`src/rtl/spi_frame_slave_pkg.sv`:
```
// Shared types and helpers for the SPI frame slave: FSM state encoding,
// synchroniser depth and the CPOL/CPHA sample-edge select.
package spi_pkg;

    localparam int SYNC_STAGES = 2;

    typedef enum logic [1:0] {
        IDLE,
        ACTIVE,
        OVERRUN
    } spi_state_t;

    // Data is sampled on the rising sck edge when CPOL equals CPHA.
    function automatic logic sample_on_rise(input logic cpol, input logic cpha);
        return cpol == cpha;
    endfunction

endpackage

```
`src/rtl/spi_frame_slave_sync_edge.sv`:
```
// Multi-flop synchroniser for an asynchronous SPI pin, with a history flop
// producing one-clk rise/fall pulses on the synchronised level.
module spi_sync_edge
    import spi_pkg::*;
#(
    parameter bit RST_VAL = 1'b0
) (
    input  logic clk,
    input  logic rst,
    input  logic d_i,
    output logic q_o,
    output logic rise_o,
    output logic fall_o
);

    logic [SYNC_STAGES-1:0] sync_q;
    logic                   hist_q;

    always_ff @(posedge clk) begin
        if (rst) begin
            sync_q <= RST_VAL ? '1 : '0;
            hist_q <= RST_VAL;
        end else begin
            sync_q <= {sync_q[SYNC_STAGES-2:0], d_i};
            hist_q <= sync_q[SYNC_STAGES-1];
        end
    end

    assign q_o    = sync_q[SYNC_STAGES-1];
    assign rise_o = q_o & ~hist_q;
    assign fall_o = ~q_o & hist_q;

endmodule

```
`src/rtl/spi_frame_slave.sv`:
```
// Oversampling SPI slave assembling frames of up to MAX_WORDS words, with reply shifting on sdo.
// Build option SPI_FRAME_HOLD_EN adds frame_data, updated atomically on each error-free frame.
module spi_frame_slave
    import spi_pkg::*;
#(
    parameter int WORD_W    = 8,
    parameter int MAX_WORDS = 2,
    parameter bit CPOL      = 1'b0,
    parameter bit CPHA      = 1'b0
) (
    input  logic                             clk,
    input  logic                             rst,
    input  logic                             sck,
    input  logic                             sdi,
    input  logic                             nss,
    output logic                             sdo,
    output logic [WORD_W-1:0]                rx_word,
    output logic                             rx_valid,
    output logic [$clog2(MAX_WORDS+1)-1:0]   rx_index,
    output logic                             frame_done,
    output logic [$clog2(MAX_WORDS+1)-1:0]   frame_words,
    output logic                             frame_err,
    input  logic [WORD_W-1:0]                tx_word,
    output logic                             tx_ready
`ifdef SPI_FRAME_HOLD_EN
    ,output logic [MAX_WORDS*WORD_W-1:0]     frame_data
`endif
);

    localparam int CW          = $clog2(MAX_WORDS + 1);
    localparam int BW          = $clog2(WORD_W + 1);
    localparam int HW          = $clog2(SYNC_STAGES + 1);
    localparam bit SAMPLE_RISE = sample_on_rise(CPOL, CPHA);

    logic sck_s, sck_rise, sck_fall;
    logic nss_s, nss_rise, nss_fall;
    logic [SYNC_STAGES-1:0] sdi_sync_q;
    logic sdi_s;

    spi_sync_edge #(.RST_VAL(CPOL)) u_sck_sync (
        .clk(clk), .rst(rst), .d_i(sck), .q_o(sck_s), .rise_o(sck_rise), .fall_o(sck_fall)
    );

    spi_sync_edge #(.RST_VAL(1'b1)) u_nss_sync (
        .clk(clk), .rst(rst), .d_i(nss), .q_o(nss_s), .rise_o(nss_rise), .fall_o(nss_fall)
    );

    always_ff @(posedge clk) begin
        if (rst) sdi_sync_q <= '0;
        else     sdi_sync_q <= {sdi_sync_q[SYNC_STAGES-2:0], sdi};
    end
    assign sdi_s = sdi_sync_q[SYNC_STAGES-1];

    spi_state_t        state_q;
    logic [BW-1:0]     bit_cnt_q, bit_cnt_d;
    logic [CW-1:0]     word_cnt_q, word_cnt_d;
    logic [WORD_W-1:0] rx_shift_q, rx_shift_d;
    logic [WORD_W-1:0] tx_shift_q;
    logic [WORD_W-1:0] rx_word_q;
    logic [CW-1:0]     rx_index_q, frame_words_q;
    logic              sdo_q, rx_valid_q, frame_done_q, frame_err_q, tx_ready_q;
    logic [HW-1:0]     hold_q;
    logic              armed_q;

    logic sck_edge, sample_edge, shift_edge;
    logic in_active, full, accept, ovr_now, word_end, reload, start, err_d;

    assign sck_edge    = sck_rise | sck_fall;
    assign sample_edge = sck_edge & (sck_s == SAMPLE_RISE);
    assign shift_edge  = sck_edge & (sck_s != SAMPLE_RISE);

    always_comb begin
        in_active  = state_q == ACTIVE;
        full       = word_cnt_q == CW'(MAX_WORDS);
        accept     = in_active && sample_edge && !full;
        ovr_now    = in_active && sample_edge && full;
        word_end   = accept && (bit_cnt_q == BW'(WORD_W - 1));
        start      = (state_q == IDLE) && nss_fall && armed_q;
        rx_shift_d = {rx_shift_q[WORD_W-2:0], sdi_s};
        bit_cnt_d  = bit_cnt_q;
        word_cnt_d = word_cnt_q;
        if (word_end) begin
            bit_cnt_d  = '0;
            word_cnt_d = word_cnt_q + CW'(1);
        end else if (accept) begin
            bit_cnt_d = bit_cnt_q + BW'(1);
        end
        reload = in_active && shift_edge && (bit_cnt_q == '0) && (word_cnt_q != '0) && !full;
        err_d  = (bit_cnt_d != '0) || ovr_now;
    end

    // The nss synchroniser resets high, so a pin already low at reset release would look like
    // a falling edge; starts are only accepted once nss has been seen high after the holdoff.
    always_ff @(posedge clk) begin
        if (rst) begin
            state_q       <= IDLE;
            bit_cnt_q     <= '0;
            word_cnt_q    <= '0;
            rx_shift_q    <= '0;
            tx_shift_q    <= '0;
            sdo_q         <= 1'b0;
            rx_word_q     <= '0;
            rx_valid_q    <= 1'b0;
            rx_index_q    <= '0;
            frame_done_q  <= 1'b0;
            frame_words_q <= '0;
            frame_err_q   <= 1'b0;
            tx_ready_q    <= 1'b0;
            hold_q        <= HW'(SYNC_STAGES);
            armed_q       <= 1'b0;
        end else begin
            rx_valid_q   <= 1'b0;
            frame_done_q <= 1'b0;
            frame_err_q  <= 1'b0;
            tx_ready_q   <= 1'b0;
            if (hold_q != '0) hold_q <= hold_q - HW'(1);
            if (hold_q == '0 && nss_s) armed_q <= 1'b1;

            case (state_q)
                IDLE: begin
                    if (start) begin
                        state_q    <= ACTIVE;
                        bit_cnt_q  <= '0;
                        word_cnt_q <= '0;
                        tx_ready_q <= 1'b1;
                        if (CPHA) begin
                            sdo_q      <= 1'b0;
                            tx_shift_q <= tx_word;
                        end else begin
                            {sdo_q, tx_shift_q} <= {tx_word, 1'b0};
                        end
                    end
                end
                ACTIVE: begin
                    bit_cnt_q  <= bit_cnt_d;
                    word_cnt_q <= word_cnt_d;
                    if (accept) rx_shift_q <= rx_shift_d;
                    if (word_end) begin
                        rx_word_q  <= rx_shift_d;
                        rx_valid_q <= 1'b1;
                        rx_index_q <= word_cnt_q;
                    end
                    if (reload) begin
                        {sdo_q, tx_shift_q} <= {tx_word, 1'b0};
                        tx_ready_q          <= 1'b1;
                    end else if (shift_edge) begin
                        {sdo_q, tx_shift_q} <= {tx_shift_q, 1'b0};
                    end
                    if (nss_rise) begin
                        state_q       <= IDLE;
                        sdo_q         <= 1'b0;
                        frame_done_q  <= 1'b1;
                        frame_words_q <= word_cnt_d;
                        frame_err_q   <= err_d;
                    end else if (ovr_now) begin
                        state_q <= OVERRUN;
                        sdo_q   <= 1'b0;
                    end
                end
                OVERRUN: begin
                    sdo_q <= 1'b0;
                    if (nss_rise) begin
                        state_q       <= IDLE;
                        frame_done_q  <= 1'b1;
                        frame_words_q <= word_cnt_q;
                        frame_err_q   <= 1'b1;
                    end
                end
                default: state_q <= IDLE;
            endcase
        end
    end

    assign sdo         = sdo_q;
    assign rx_word     = rx_word_q;
    assign rx_valid    = rx_valid_q;
    assign rx_index    = rx_index_q;
    assign frame_done  = frame_done_q;
    assign frame_words = frame_words_q;
    assign frame_err   = frame_err_q;
    assign tx_ready    = tx_ready_q;

`ifdef SPI_FRAME_HOLD_EN
    logic [MAX_WORDS*WORD_W-1:0] frame_buf_q, frame_buf_d, frame_data_q;

    always_comb begin
        frame_buf_d = frame_buf_q;
        if (word_end) frame_buf_d[int'(word_cnt_q)*WORD_W +: WORD_W] = rx_shift_d;
    end

    always_ff @(posedge clk) begin
        if (rst) begin
            frame_buf_q  <= '0;
            frame_data_q <= '0;
        end else if (start) begin
            frame_buf_q <= '0;
        end else if (in_active) begin
            frame_buf_q <= frame_buf_d;
            if (nss_rise && !err_d) frame_data_q <= frame_buf_d;
        end
    end

    assign frame_data = frame_data_q;
`endif

endmodule

```
`config.mk`:
```
export PLATFORM = sky130hd
export DESIGN_NAME = spi_frame_slave
export DESIGN_NICKNAME = d
export VERILOG_FILES = /design/src/rtl/spi_frame_slave_pkg.sv /design/src/rtl/spi_frame_slave_sync_edge.sv /design/src/rtl/spi_frame_slave.sv
export SDC_FILE = /design/constraint.sdc
export NUM_CORES = 1
export LEC_CHECK = 0
export BUFFER_PORTS_ARGS = -buffer_cell sky130_fd_sc_hd__buf_2
export CAP_MARGIN = 20
export CORE_ASPECT_RATIO = 2
export CORE_MARGIN = 1
export CORE_UTILIZATION = 35
export DETAILED_ROUTE_END_ITERATION = 10
export HOLD_SLACK_MARGIN = 0.06
export PLACE_DENSITY = 0.51
export SLEW_MARGIN = 5
export SYNTH_ARGS = -nofsm -noshare
export SYNTH_HDL_FRONTEND = slang
export SYNTH_SLANG_ARGS = --single-unit
export TNS_END_PERCENT = 30
```
`constraint.sdc`:
```
create_clock -name clk -period 2.3 [get_ports clk]
set_input_delay 0.23 -clock clk [delete_from_list [all_inputs] [get_ports clk]]
set_output_delay 0.23 -clock clk [all_outputs]
set_load 0.05 [all_outputs]
```
# Word-level counts from Yosys, hierarchy flattened
# Index checks and enable logic that the tools add are counted.
# word_totals
input_bits	13
register_bits	51
output_inout_bits	17
# classes
n_mux	32
n_reduce_logical	32
n_eq_ne	10
bitwise_logic	13
add_sub_neg	3
# ops
cell	count
2-to-1 mux 8 bit	3
2-to-1 mux 2 bit	8
case mux 8 bit (2 select lines)	1
2-to-1 mux 4 bit	3
AND reduction 3 bit	4
logical AND 1 bit	11
2-to-1 mux 1 bit	10
case mux 2 bit (2 select lines)	2
case mux 4 bit (2 select lines)	1
nonzero test 2 bit	4
AND 1 bit	6
inequality test 2 bit, second input constant	3
inequality test 3 x 2 -> 1 bit, second input constant	2
NOT 1 bit	6
case mux 2 bit (3 select lines)	1
AND reduction 2 bit	3
OR reduction 2 bit	3
inequality test 5 x 3 -> 1 bit, second input constant	1
adder 4 x 1 -> 4 bit, second input constant	1
equality test 2 bit, second input constant	2
equality test 4 x 3 -> 1 bit, second input constant	1
zero test 2 bit	2
zero test 4 bit	1
case mux 1 bit (2 select lines)	2
9 further kinds	9

# Logic depth before layout (Yosys ltp)
# Gate-level depths: netlist of run 1.
# depth
ltp_word	12
depth_mapped	8
ltp_nobuf	7

# By module
# From an unflattened synthesis of run 1, not the netlist that was laid out.
# unflattened
cells_unflattened	245
hier_area_um2	2296.0
# by_module_without_submodules
mod	cells_per_inst	area_each_um2	n_inst
spi_frame_slave	229	2112.0	1
spi_sync_edge at u_nss_sync	8	92.6	1
spi_sync_edge at u_sck_sync	8	91.3	1

# Worst setup path before layout of run 1
# Ideal clock, no wire load.
# synth_timing
path_kind	flip-flop to flip-flop
start	reg word_cnt_q[0]
end	reg frame_err_q (netlist: frame_err)
required_ps	2178
path_stages_with_launch	8
arrival_time_ps	1658
setup_ps	122
slack_ps	519
period_less_slack_ps	1781
path_cell_list	dfxtp_1 > inv_1 > ha_1 > and4bb_4 > nand4_1 > mux2_4 > nor4_2 > nor3b_1
# synth_via
elab_chain_cells	9
# synth_rtl
element	line_no	text
from (decl)	spi_frame_slave.sv:56	logic [CW-1:0] word_cnt_q, word_cnt_d;
from (signal assigned)	spi_frame_slave.sv:136	word_cnt_q <= word_cnt_d;
equality test 2 bit (*)	spi_frame_slave.sv:74	full = word_cnt_q == CW'(MAX_WORDS);
zero test 1 bit	spi_frame_slave.sv:75	accept = in_active && sample_edge && !full;
logical AND 1 bit	spi_frame_slave.sv:75	
2-to-1 mux 4 bit or logical AND 1 bit (tied branches)	spi_frame_slave.sv:85, spi_frame_slave.sv:77	
2-to-1 mux 4 bit	spi_frame_slave.sv:82	if (word_end) begin
nonzero test 4 bit	spi_frame_slave.sv:89	err_d = (bit_cnt_d != '0) || ovr_now;
logical OR 1 bit (*)	spi_frame_slave.sv:89	
2-to-1 mux 1 bit (*)	spi_frame_slave.sv:149	if (nss_rise) begin
case mux 1 bit (2 select lines) (*)	spi_frame_slave.sv:119	case (state_q)
to (signal assigned)	spi_frame_slave.sv:154	frame_err_q <= err_d;
to (decl)	spi_frame_slave.sv:61	logic sdo_q, rx_valid_q, frame_done_q, frame_err_q, tx_ready_q;
# Mark *: on every way between the ends. The rest lies on a longest branch, timed or not.
# A chain may end at the register's enable or synchronous reset.

# Worst setup path in the final report of run 1
# Ends and elaborated chain as after synthesis.

==> impl_metrics.env, run 1 <==
export IMPL_syn_instance_count=244
export IMPL_hpwl_mm=3.39
export IMPL_wl_mm=4.66
export IMPL_num_rows=40
export IMPL_power_uw=1890
export IMPL_die_x_um=57.9
export IMPL_worstPathMaxFanout=13
export IMPL_ctsHoldBuffers=0
export IMPL_peakVddDrop_v=0.000388
export IMPL_cp_top_family="simple AND/OR/NAND/NOR gates"
export IMPL_fin_crit_ps=2030
export IMPL_h_tree_depth=2
export IMPL_yosys_area_top_type="dfxtp_1"
export IMPL_crit_end="frame_err"
export IMPL_fillers=608
export IMPL_postCtsSetupRepairBufs=0
export IMPL_cts_max_path_buffers=2
export IMPL_synthArstFlopShare_pct=0
export IMPL_synth_cell_type_count=45
export IMPL_synthTopCellsByCount="50 x dfxtp_1, 43 x nand2_1, 25 x a21oi_1"
export IMPL_clk_latency_ps=290
export IMPL_cp_arrival_ps=2210
export IMPL_critPathLaunch="word_cnt_q[0]"
export IMPL_cp_num_buf_inv=1
export IMPL_grt_pass1_wl_mm=7.45
export IMPL_tritoncts="yes"
export IMPL_fin_nets=297
export IMPL_die_h_um=114
export IMPL_grt_overflow=0
export IMPL_syn_to_final_growth_pct=17.0
export IMPL_status="finished, violations left"
export IMPL_cts_buffers=5
export IMPL_fp_dieArea_um2=6590
export IMPL_place_congestion=0.884
export IMPL_reg2reg_depth=7
export IMPL_coreArea_um2=6010
export IMPL_slew_violations=0
export IMPL_fin_skew_ps=6.61
export IMPL_setup_viol=0
export IMPL_grt_setup_unrepaired="no"
export IMPL_r2r_end="frame_err"
export IMPL_io_pin_count=30
export IMPL_first_global_vias=1647
export IMPL_cpMaxStageDelayCell="and4bb_4"
export IMPL_path_class="reg2reg"
export IMPL_syn_avg_cell_area_um2=8.96
export IMPL_slew_headroom_pct=56.0
export IMPL_timing_fmax_mhz=493
export IMPL_initial_utilization_pct=36.4
export IMPL_fin_crit_sh_pct=88.2
export IMPL_maxCapViolations=0
export IMPL_wl_per_cell_um=13.7
export IMPL_start_kind="flip-flop"
export IMPL_syn_nets=266
export IMPL_port_buffers=29
export IMPL_ctsResizeCount=0
export IMPL_via_per_inst=5.11
export IMPL_syn_area_um2=2190
export IMPL_vias=1731
export IMPL_hold_viol_final=0
export IMPL_cts_root_buf="clkbuf_16"
export IMPL_fin_setup_tns_ps=0
export IMPL_rr_startpoint="word_cnt_q[0]"
export IMPL_n_antenna_cell=0
export IMPL_grt_antenna_before_repair=0
export IMPL_grt_max_degree=33
export IMPL_min_path_cells=2
export IMPL_ant_nets=0
export IMPL_synth_area_leaders="dfxtp_1 46%, nand2_1 7.4%, a21oi_1 5.7%, ha_1 5.1%, mux2i_1 3.7%"
export IMPL_cp_slowest_stage_delay_ps=430
export IMPL_dr_first_iter_drc_count=46
export IMPL_p_leak_uw=0.00102
export IMPL_path_cells="inv_1 > ha_1 > and4bb_4 > nand4_1 > mux2_4 > nor4_2 > nor3b_1"
export IMPL_grt_usage_pct=15.3
export IMPL_critPathRequiredTime_ps=2480
export IMPL_final_layout_size_suffix_gt1_share_pct=19.9
export IMPL_ys_seq_area_share_pct=45.8
export IMPL_worst_pin_slew_ps=641
export IMPL_hp_class="in2reg"
export IMPL_route_detailed_drc=2
export IMPL_cp_depth=7
export IMPL_endpoint_kind="flip-flop"
export IMPL_synth_most_common_cell="dfxtp_1"
export IMPL_yosys_area_top_type_share_pct=45.8
export IMPL_yosysWarnings=0
export IMPL_power_density_nw_per_um2=739
export IMPL_synth_seq_cells=50
export IMPL_yosys_most_used_dff="dfxtp_1"
export IMPL_violations="design-rule violations"
export IMPL_path_clk_slew_ps=60
export IMPL_rrSetupSlack_ps=270
export IMPL_synth_edf_count=0
export IMPL_dr_pass1_iters=7
export IMPL_cts_sinks=50
==> cell usage in the layout (no fill, tap or decap), drive strengths merged, types with 4 or more instances in the layout <==
cell type / count
dfxtp: 50
nand2: 43
buf: 36
a21oi: 26
nor2: 21
inv: 10
ha: 9
mux2i: 8
a211oi: 8
nor2b: 7
clkbuf: 7
nand3b: 5
or2: 4
o21ai: 4
==> cells by family after synthesis <==
family / after synthesis / synth area share [%]
fa+ha+maj: 9 / 5.15
buf+inv: 22 / 4.81
xor+xnor: 3 / 1.20
simple gates: 100 / 24.1
compound gates: 49 / 13.6
flops: 50 / 45.8
mux: 11 / 5.38
==> per-stage QoR <==
stage / worst slack (ps) / cells / instance area [um^2] / util (%) / hold slack [ps]
floorplan: 519 / 244 / 2190 / - / 314
global placement: 325 / 331 / 2400 / 39.9 / 399
detailed placement: 266 / 331 / 2400 / 39.9 / 394
CTS: 269 / 339 / 2560 / 42.6 / 109
global route: 106 / 339 / 2560 / 42.6 / 117
finish: 270 / 339 / 2560 / 42.6 / 116
==> power breakdown <==
part	switching (uW)	internal, uW	leakage (uW)
clock	306	514	0.0000781
sequential	17.7	901	0.000405
combinational	82.7	69.8	0.000541
total	406	1480	0.00102
==> state kept, by name (all words and copies together), names as in the netlist <==
| name | flops |
|---|---|
| frame_err | 1 |
| word_cnt_q | 2 |
| rx_index | 2 |
| tx_ready | 1 |
| tx_shift_q | 7 |
| rx_word | 8 |
| rx_shift_q | 7 |
| u_nss_sync.sync_q | 2 |
| bit_cnt_q | 4 |
| sdi_sync_q | 2 |
| frame_words | 2 |
| state_q | 2 |
| frame_done | 1 |
| u_sck_sync.sync_q | 2 |
| hold_q | 2 |
| u_sck_sync.hist_q | 1 |
| u_nss_sync.hist_q | 1 |
| rx_valid | 1 |
| sdo | 1 |
| armed_q | 1 |
==> worst reg2reg max path, delay by kind of cell (launching register included) <==
kind                       cells  cell delay [ps]
and+or+nand+nor                4              850
DFF                            1              380
muxes                          1              340
adders and majority gates      1              240
buffers and inverters          1              100
==> per-layer routing <==
metal | global-route usage, % | up-vias | routed length [um]
met2 | 28.6 | 44 | 2560
li1 | - | 889 | -
met4 | 12.2 | 0 | 232
met5 | 0 | - | 0
met3 | 2.83 | 15 | 154
met1 | 13.6 | 783 | 1710
==> how the worst min path moves through the flow <==
stage | from | end | slack (ps)
after floorplan | rst | frame_done | 310
after global placement | u_nss_sync.sync_q[0] | u_nss_sync.sync_q[1] | 400
after detailed placement | u_nss_sync.sync_q[0] | u_nss_sync.sync_q[1] | 390
after CTS | nss | u_nss_sync.sync_q[0] | 110
after global routing | nss | u_nss_sync.sync_q[0] | 120
final | nss | u_nss_sync.sync_q[0] | 120
==> cell type report <==
class / count / area (um^2) / share of cell area, %
multi-input combinational: 172 / 1080 / 42.2
sequential: 50 / 1000 / 39.1
timing repair buffer: 36 / 198 / 7.73
clock buffer: 7 / 133 / 5.18
tap: 63 / 78.8 / 3.08
inverter: 10 / 37.5 / 1.47
clock inverter: 1 / 30.0 / 1.17
Power figures use the tool's default switching activity.
==> run 2: changes to the inputs <==
--- a/config.mk
+++ b/config.mk
@@ -5,14 +5,14 @@
 export SDC_FILE = /design/constraint.sdc
 export NUM_CORES = 1
 export LEC_CHECK = 0
-export BUFFER_PORTS_ARGS = -buffer_cell sky130_fd_sc_hd__buf_2
 export CAP_MARGIN = 20
 export CORE_ASPECT_RATIO = 2
 export CORE_MARGIN = 1
 export CORE_UTILIZATION = 35
 export DETAILED_ROUTE_END_ITERATION = 10
+export DONT_BUFFER_PORTS = 1
 export HOLD_SLACK_MARGIN = 0.06
-export PLACE_DENSITY = 0.51
+export PLACE_DENSITY = 0.47
 export SLEW_MARGIN = 5
 export SYNTH_ARGS = -nofsm -noshare
 export SYNTH_HDL_FRONTEND = slang
==> impl_metrics.env, run 2 (synthesized netlist as in run 1, its figures left out) <==
export IMPL_status="finished, violations left"
export IMPL_violations="design-rule violations"
export IMPL_postCtsSetupRepairBufs=0
export IMPL_min_from="sck"
export IMPL_grt_setup_unrepaired="no"
export IMPL_min_path_cells=1
export IMPL_setup_viol=0
export IMPL_die_x_um=57.9
export IMPL_via_per_inst=5.14
export IMPL_layout_commonest_cell="dfxtp_1"
export IMPL_fin_setup_tns_ps=0
export IMPL_die_h_um=114
export IMPL_fin_crit_ps=1980
export IMPL_placed_area_um2=2250
export IMPL_cts_max_path_buffers=2
export IMPL_ctsResizeCount=0
export IMPL_fin_nets=271
export IMPL_n_antenna_cell=0
export IMPL_wl_per_cell_um=14.8
export IMPL_cp_top_family="simple AND/OR/NAND/NOR gates"
export IMPL_cts_sinks=50
export IMPL_tritoncts="yes"
export IMPL_io_pin_count=30
export IMPL_rrSetupSlack_ps=320
export IMPL_hold_viol_final=0
export IMPL_grt_pass1_wl_mm=7.54
export IMPL_path_clk_slew_ps=70
export IMPL_port_buffers=0
export IMPL_final_area_um2=2460
export IMPL_fp_dieArea_um2=6590
export IMPL_syn_to_final_growth_pct=12.4
export IMPL_cts_buffers=5
export IMPL_grt_max_degree=48
export IMPL_reg2reg_depth=7
export IMPL_fin_ws_ps=321
export IMPL_cts_root_buf="clkbuf_16"
export IMPL_p_leak_uw=0.000899
export IMPL_layout_common_cells="50 x dfxtp_1, 43 x nand2_1, 25 x a21oi_1"
export IMPL_cp_num_buf_inv=1
export IMPL_worst_pin_slew_ps=558
export IMPL_clk_latency_ps=290
export IMPL_hp_class="in2reg"
export IMPL_path_class="reg2reg"
export IMPL_route_detailed_drc=5
export IMPL_wl_mm=4.63
export IMPL_largest_register_ffs=8
export IMPL_grt_antenna_before_repair=0
export IMPL_r2r_end="frame_err"
export IMPL_ant_nets=0
export IMPL_critPathLaunch="word_cnt_q[0]"
export IMPL_rr_startpoint="word_cnt_q[0]"
export IMPL_critPathRequiredTime_ps=2480
export IMPL_grt_usage_pct=15.4
export IMPL_dr_first_iter_drc_count=53
export IMPL_grt_overflow=0
export IMPL_hpwl_mm=3.42
export IMPL_cpMaxStageDelayCell="dfxtp_1"
export IMPL_peakVddDrop_v=0.000726
export IMPL_maxCapViolations=0
export IMPL_place_congestion=0.807
export IMPL_fin_crit_sh_pct=86.0
export IMPL_start_kind="flip-flop"
export IMPL_slew_violations=0
export IMPL_h_tree_depth=2
export IMPL_cp_arrival_ps=2160
export IMPL_coreArea_um2=6010
export IMPL_initial_utilization_pct=36.4
export IMPL_first_global_vias=1592
export IMPL_dp_slack_ps=339
export IMPL_dr_pass1_iters=7
export IMPL_worstPathMaxFanout=8
export IMPL_dp_cells=302
export IMPL_power_density_nw_per_um2=770
export IMPL_slew_headroom_pct=61.7
export IMPL_final_cells=313
export IMPL_num_rows=40
export IMPL_worst_hold_path_endpoint="u_sck_sync.sync_q[0]"
export IMPL_path_cells="inv_1 > ha_1 > and4bb_4 > nand4_1 > mux2_4 > nor4_2 > nor3b_1"
export IMPL_vias=1610
export IMPL_ctsHoldBuffers=3
export IMPL_timing_fmax_mhz=505
export IMPL_fin_skew_ps=4.47
export IMPL_endpoint_kind="flip-flop"
export IMPL_final_layout_size_suffix_gt1_share_pct=11.2
export IMPL_cp_slowest_stage_delay_ps=400
## run 2: worst max path at each step
stage               slack [ps]         end  depth (start not counted)
floorplan                  520   frame_err                          7
detailed placement         340   frame_err                          7
global placement           370   frame_err                          7
finish                     320   frame_err                          7
CTS                        320   frame_err                          7
global route               150  rx_word[5]                          8
## run 2: metrics by stage
stage / hold slack, ps / util, % / power (uW)
2_1_floorplan: 314 / - / 1060
3_3_place_gp: 307 / 37.5 / 1070
3_5_place_dp: 310 / 37.5 / 1070
4_1_cts: 64.5 / 40.9 / 1930
5_1_grt: 79.3 / 40.9 / 1990
6_report: 68.6 / 40.9 / 1890
## run 2: worst reg2reg max path, cell delays in order (launching register included)
cell and delay, ps:
dfxtp_1 400, inv_1 100, ha_1 230, and4bb_4 390, nand4_1 140, mux2_4 340
nor4_2 210, nor3b_1 70
## run 2: routing by layer
metal	GRT usage (%)	vias to the layer above	part of all wire [%]	routed length, um
li1	-	838	-	-
met1	13.6	740	35	1620
met2	30.3	24	59	2750
met3	3.51	8	2.7	126
met4	8.41	0	2.9	133
met5	0	-	0	0
## run 2: area by class of cell
cell class	instances	area, um^2
fillers	603	3550
clock buffers	6	129
flip-flops and latches	50	1000
repair buffers	10	92.6
inverters	10	37.5
well taps	63	78.8
multi-input cells	172	1080
clock inverters	2	37.5
## run 2: power breakdown
part / switching [uW] / leakage [uW] / internal, uW
clock: 315 / 0.0000771 / 513
sequential: 24.8 / 0.000405 / 901
combinational: 71.6 / 0.000417 / 66.4
